$ cat src/rtl/lcd_hd44780_driver.sv
// HD44780 16x2 write-only driver: power-on init, then one timed RS/DATA/EN cycle per request.
// Optional: define LCD_REQ_FIFO_EN for a 4-entry {rs,data} request FIFO ahead of the engine.
module lcd_hd44780_driver #(
    parameter int POWERUP_CYC    = 375000,
    parameter int SETUP_CYC      = 2,
    parameter int EN_HIGH_CYC    = 12,
    parameter int SHORT_WAIT_CYC = 1000,
    parameter int LONG_WAIT_CYC  = 41000
) (
    input  logic       clock,
    input  logic       reset,
    input  logic       req_valid,
    output logic       req_ready,
    input  logic [7:0] req_data,
    input  logic       req_rs,
    output logic       init_done,
    output logic       busy,
    output logic [7:0] LCD_data,
    output logic       LCD_rs,
    output logic       LCD_rw,
    output logic       LCD_en
);
    localparam int MAX_A = (POWERUP_CYC > LONG_WAIT_CYC) ? POWERUP_CYC : LONG_WAIT_CYC;
    localparam int MAX_B = (SHORT_WAIT_CYC > EN_HIGH_CYC) ? SHORT_WAIT_CYC : EN_HIGH_CYC;
    localparam int MAX_C = (MAX_B > SETUP_CYC) ? MAX_B : SETUP_CYC;
    localparam int MAXC  = (MAX_A > MAX_C) ? MAX_A : MAX_C;
    localparam int CW    = $clog2(MAXC + 1);

    localparam logic [CW-1:0] POWERUP_LAST = CW'(POWERUP_CYC - 1);
    localparam logic [CW-1:0] SETUP_LAST   = CW'(SETUP_CYC - 1);
    localparam logic [CW-1:0] EN_LAST      = CW'(EN_HIGH_CYC - 1);
    localparam logic [CW-1:0] SHORT_LAST   = CW'(SHORT_WAIT_CYC - 1);
    localparam logic [CW-1:0] LONG_LAST    = CW'(LONG_WAIT_CYC - 1);

    typedef enum logic [2:0] {
        ST_POWERUP,
        ST_SETUP,
        ST_PULSE,
        ST_HOLD,
        ST_WAIT,
        ST_IDLE
    } state_t;

    state_t          state_q;
    logic [CW-1:0]   cnt_q;
    logic [2:0]      step_q;
    logic [7:0]      byte_q;
    logic            rs_q;
    logic            init_done_q;
    logic [7:0]      lcd_data_q;
    logic            lcd_rs_q;
    logic            lcd_en_q;

    logic            take;
    logic [7:0]      take_data;
    logic            take_rs;
    logic            is_long;
    logic [CW-1:0]   wait_last;

    function automatic logic [7:0] init_byte(input logic [1:0] idx);
        case (idx)
            2'd0:    return 8'h38;
            2'd1:    return 8'h0C;
            2'd2:    return 8'h01;
            default: return 8'h06;
        endcase
    endfunction

    // Clear and home need the long execution time; everything else is short.
    assign is_long   = !rs_q && ((byte_q == 8'h01) || (byte_q == 8'h02));
    assign wait_last = is_long ? LONG_LAST : SHORT_LAST;

`ifdef LCD_REQ_FIFO_EN
    logic [3:0][8:0] fifo_q;
    logic [1:0]      wr_ptr_q;
    logic [1:0]      rd_ptr_q;
    logic [2:0]      count_q;
    logic            push;

    assign req_ready = (count_q != 3'd4);
    assign push      = req_valid && req_ready;
    // Pop decision uses registered count, so a byte pushed into an empty FIFO leaves one cycle later.
    assign take      = (state_q == ST_IDLE) && init_done_q && (count_q != 3'd0);
    assign {take_rs, take_data} = fifo_q[rd_ptr_q];

    always_ff @(posedge clock) begin
        if (reset) begin
            wr_ptr_q <= '0;
            rd_ptr_q <= '0;
            count_q  <= '0;
        end else begin
            if (push) begin
                fifo_q[wr_ptr_q] <= {req_rs, req_data};
                wr_ptr_q         <= wr_ptr_q + 2'd1;
            end
            if (take) begin
                rd_ptr_q <= rd_ptr_q + 2'd1;
            end
            count_q <= count_q + {2'b00, push} - {2'b00, take};
        end
    end
`else
    assign req_ready = (state_q == ST_IDLE);
    assign take      = req_valid && req_ready;
    assign take_data = req_data;
    assign take_rs   = req_rs;
`endif

    // Bus outputs are registered one cycle behind the state, so EN rises SETUP_CYC+1 after entering SETUP.
    always_ff @(posedge clock) begin
        if (reset) begin
            state_q     <= ST_POWERUP;
            cnt_q       <= '0;
            step_q      <= '0;
            byte_q      <= '0;
            rs_q        <= 1'b0;
            init_done_q <= 1'b0;
            lcd_data_q  <= '0;
            lcd_rs_q    <= 1'b0;
            lcd_en_q    <= 1'b0;
        end else begin
            lcd_en_q <= (state_q == ST_PULSE);
            if (state_q == ST_SETUP) begin
                lcd_data_q <= byte_q;
                lcd_rs_q   <= rs_q;
            end
            case (state_q)
                ST_POWERUP: begin
                    if (cnt_q == POWERUP_LAST) begin
                        cnt_q   <= '0;
                        step_q  <= '0;
                        byte_q  <= init_byte(2'd0);
                        rs_q    <= 1'b0;
                        state_q <= ST_SETUP;
                    end else begin
                        cnt_q <= cnt_q + 1'b1;
                    end
                end
                ST_SETUP: begin
                    if (cnt_q == SETUP_LAST) begin
                        cnt_q   <= '0;
                        state_q <= ST_PULSE;
                    end else begin
                        cnt_q <= cnt_q + 1'b1;
                    end
                end
                ST_PULSE: begin
                    if (cnt_q == EN_LAST) begin
                        cnt_q   <= '0;
                        state_q <= ST_HOLD;
                    end else begin
                        cnt_q <= cnt_q + 1'b1;
                    end
                end
                ST_HOLD: begin
                    cnt_q   <= '0;
                    state_q <= ST_WAIT;
                end
                ST_WAIT: begin
                    if (cnt_q == wait_last) begin
                        cnt_q <= '0;
                        if (!init_done_q && (step_q < 3'd3)) begin
                            step_q  <= step_q + 3'd1;
                            byte_q  <= init_byte(step_q[1:0] + 2'd1);
                            rs_q    <= 1'b0;
                            state_q <= ST_SETUP;
                        end else if (!init_done_q) begin
                            step_q      <= 3'd4;
                            init_done_q <= 1'b1;
                            state_q     <= ST_IDLE;
                        end else begin
                            state_q <= ST_IDLE;
                        end
                    end else begin
                        cnt_q <= cnt_q + 1'b1;
                    end
                end
                ST_IDLE: begin
                    if (take) begin
                        byte_q  <= take_data;
                        rs_q    <= take_rs;
                        cnt_q   <= '0;
                        state_q <= ST_SETUP;
                    end
                end
                default: begin
                    cnt_q   <= '0;
                    state_q <= ST_POWERUP;
                end
            endcase
        end
    end

    assign init_done = init_done_q;
    assign busy      = (state_q != ST_IDLE);
    assign LCD_data  = lcd_data_q;
    assign LCD_rs    = lcd_rs_q;
    assign LCD_rw    = 1'b0;
    assign LCD_en    = lcd_en_q;

endmodule

$ cat config.mk
export PLATFORM = sky130hd
export DESIGN_NAME = lcd_hd44780_driver
export DESIGN_NICKNAME = d
export VERILOG_FILES = /design/src/rtl/lcd_hd44780_driver.sv
export SDC_FILE = /design/constraint.sdc
export NUM_CORES = 1
export LEC_CHECK = 0
export ABC_AREA = 1
export CORE_MARGIN = 2
export CORE_UTILIZATION = 30
export CTS_BUF_LIST = sky130_fd_sc_hd__clkbuf_4 sky130_fd_sc_hd__clkbuf_8 sky130_fd_sc_hd__clkbuf_16
export CTS_CLUSTER_DIAMETER = 200
export DETAILED_ROUTE_END_ITERATION = 7
export SLEW_MARGIN = 15
export SYNTH_ARGS = -nofsm -noshare
export SYNTH_HDL_FRONTEND = slang
export SYNTH_SLANG_ARGS = --single-unit
$ cat constraint.sdc
create_clock -name clock -period 1.7 [get_ports clock]
set_input_delay 0.255 -clock clock [delete_from_list [all_inputs] [get_ports clock]]
set_output_delay 0.255 -clock clock [all_outputs]
set_load 0.02 [all_outputs]
==> impl_metrics.csv <==
group,metric,value,unit
run_status,status,"finished with violations",
run_status,violations,"negative setup slack",
setup_path,cp-end-kind,"flip-flop",
synthesis,synth-main-ff-cell,"dfxtp_1",
synthesis,netlist_area,2850,sq um
floorplan,rows,35,
floorplan,core-area,9240,sq um
worst_hold_path,hold_class,"reg2reg",
pwr,power.total,4930,uW
final_layout,num_antenna_cells,0,
timing,drv_slew,0,
placement,place.gp.congestion,0.972,
global_route,grt_pass1_wl,12900,um
timing,finalClockSkew,5.95,ps
setup_path,cp_data_required_time,1950,ps
synthesis,synth_top_area_share,31.6,%
clocking,cts_max_level,2,
timing,worst_slack,-11.6,ps
setup_path,crit_fanout,7,
synthesis,synthTopCellsByArea,"dfxtp_1, nand2_1, inv_1",
timing,setup_viol,2,
setup_path,path_delay_family,"simple AND/OR/NAND/NOR gates",
setup_path,slowest_delay,370,ps
final_layout,drive_gt1_share,28.4,%
setup_path,worst_path_max_delay_cell,"dfxtp_2",
setup_path,reg2reg_slack,-10,ps
placement,dp_hpwl,5810,um
synthesis,synthTopCellsByCount,"nand2_1, inv_1, nor2_1",
floorplan,ios,26,
clocking,ctsHoldBuffers,0,
synthesis,yosysTopAreaCell,"dfxtp_1",
clocking,insertion_delay,310,ps
synthesis,ys_seq_elements,45,
flow_run,drv_cap,0,
setup_path,path_common_cell,"nand2_2",
timing,holdWs,484,ps
placement,dp_slack,-40.8,ps
route,wl_per_cell,12.5,um
clocking,root_buffer,"clkbuf_8",
route,totalWireLength,8210,um
clocking,clk_transition_reported_paths,100,ps
timing,min_period,1710,ps
floorplan,start_util,30.8,%
setup_path,cp.arrival,1960,ps
clocking,clock_sinks,45,
synthesis,yosysSeqAreaShare,31.6,%
pwr,leakage,0.00184,uW
final_layout,area_growth,39.2,%
floorplan,die_w,101,um
setup_path,cp.buffers_inverters,1,
pwr,vdd_drop_max,0.552,mV
timing,finalHoldViolations,0,
clocking,clockBufferDepth,2,
synthesis,netlist_instances,456,
timing,setup_tns,-13.5,ps
final_layout,nFillCells,942,
route,vias,3013,
timing,rsz0062_at_grt,"true",
setup_path,crit_type,"reg2reg",
route,post-route-drc-count,0,
global_route,antenna_found_initial,0,
floorplan,dieArea,10300,sq um
synthesis,synth_warnings,0,
pwr,powerDensity,1240,nW/um^2
synthesis,synth_edf_count,0,
synthesis,yosysMostFrequentCell,"nand2_1",
global_route,grt_use_total,15.5,%
synthesis,postSynthAreaPerCell,6.25,sq um
global_route,first_global_vias,2666,
setup_path,path_cells,"ha_4 -> nand2_4 -> nor2_4 -> nand2_2 -> nor2_4 -> nand3_4 -> nand2_8 -> buf_6 -> nand3_4 -> nand2_2 -> nand2_2 -> nor2_1",
global_route,grt_max_degree,28,
route,drtPass1Iterations,5,
floorplan,die_y,101,um
final_layout,utilization,43.0,%
synthesis,synthArstFlopShare,0,%
synthesis,syn_nets,475,
clocking,cts_tree,"yes",
timing,post-route-period-util,101,%
global_route,gr-total-overflow,0,
route,drtIter0Drc,195,
setup_path,cp-start-kind,"flip-flop",
clocking,numCtsBuffers,5,
synthesis,synth.distinct_cells,31,
timing,fmax,584,MHz
placement,port_buffers,24,
final_layout,nNetsFinal,546,
route,detail-route-antenna-nets,0,
route,viasPerCell,4.59,
==> where the power goes <==
| part | total [uW] | leakage, uW | switching (uW) | internal (uW) |
|---|---|---|---|---|
| clock network | 734 | 0.0000447 | 435 | 298 |
| logic | 2780 | 0.00142 | 1660 | 1120 |
| registers | 1420 | 0.000373 | 154 | 1270 |
==> worst paths after layout <==
kind,cells past startpoint,end,start
max,12,state_q[1],cnt_q[1]
min,2,LCD_data[2],byte_q[2]
max reg2reg,12,state_q[1],cnt_q[1]
min reg2reg,2,LCD_data[2],byte_q[2]
==> flip-flops by register name, indices dropped and copies added (netlist names) <==
register	cells
cnt_q	19
LCD_data	8
byte_q	8
state_q	3
step_q	3
LCD_en	1
LCD_rs	1
init_done	1
rs_q	1
==> per-layer routing <==
layer  share of wire (%)  wire length (um)  track usage (%)  vias to the layer above
met4                 2.4               193             4.05                        0
met1                  47              3870             22.2                     1342
met2                  46              3780             24.1                       82
li1                    -                 -                -                     1571
met5                   0                 0                0                        -
met3                 4.4               362             2.48                       18
==> kinds of logic (layout without fill, tap and decap cells) <==
| family | count (synthesis) | after routing | synth area share (%) |
|---|---|---|---|
| adders and majority gates | 7 | 7 | 3.07 |
| buffers and inverters | 88 | 157 | 12.9 |
| and+or+nand+nor | 247 | 250 | 38.1 |
| AOI/OAI and AO/OA | 56 | 56 | 10.4 |
| DFF | 45 | 45 | 31.6 |
| other | 1 | 1 | 0.132 |
| xor gates and xnor gates | 12 | 12 | 3.69 |
==> cell usage in the layout (no fill, tap or decap), drive strengths merged <==
| cell | instances |
|---|---|
| conb | 1 |
| clkdlybuf4s50 | 22 |
| nand3 | 26 |
| ha | 7 |
| clkbuf | 6 |
| inv | 71 |
| nor2 | 64 |
| xor2 | 12 |
| a22o | 2 |
| nand4 | 16 |
| dfxtp | 45 |
| dlygate4sd2 | 1 |
| a21oi | 25 |
| nor3 | 8 |
| o21bai | 1 |
| clkinv | 2 |
| a31oi | 2 |
| buf | 54 |
| nand3b | 1 |
| nand2 | 135 |
| o211ai | 2 |
| o21ai | 24 |
| clkinvlp | 1 |
==> worst min-delay path: stages (launching register included) <==
cell and delay (ps):
dfxtp_1 330, inv_2 70, a21oi_1 50
==> per-stage QoR <==
stage,area (sq um),instances
after global placement,3520,639
after detailed placement,3520,639
after CTS,3650,651
after global routing,3970,657
final,3970,657
after floorplan,2850,456
==> layout make-up <==
cell class	count	area, sq um	area share, %
clock buffers	5	68.8	1.73
flip-flops and latches	45	917	23.1
well taps	129	161	4.07
repair buffers	78	684	17.2
inverters	71	267	6.72
clock inverters	3	25.0	0.631
multi-input cells	326	1850	46.5
==> repair_timing <==
action                                  4_1_cts  5_1_grt
endpoints found under the setup margin       28       36
cloned                                        2        1
hold endpoints to repair                      0        0
setup buffers                                 2        6
resized for setup                             5       82
pin swaps                                     2       16
Note: power is estimated with default switching activity, not from simulation.
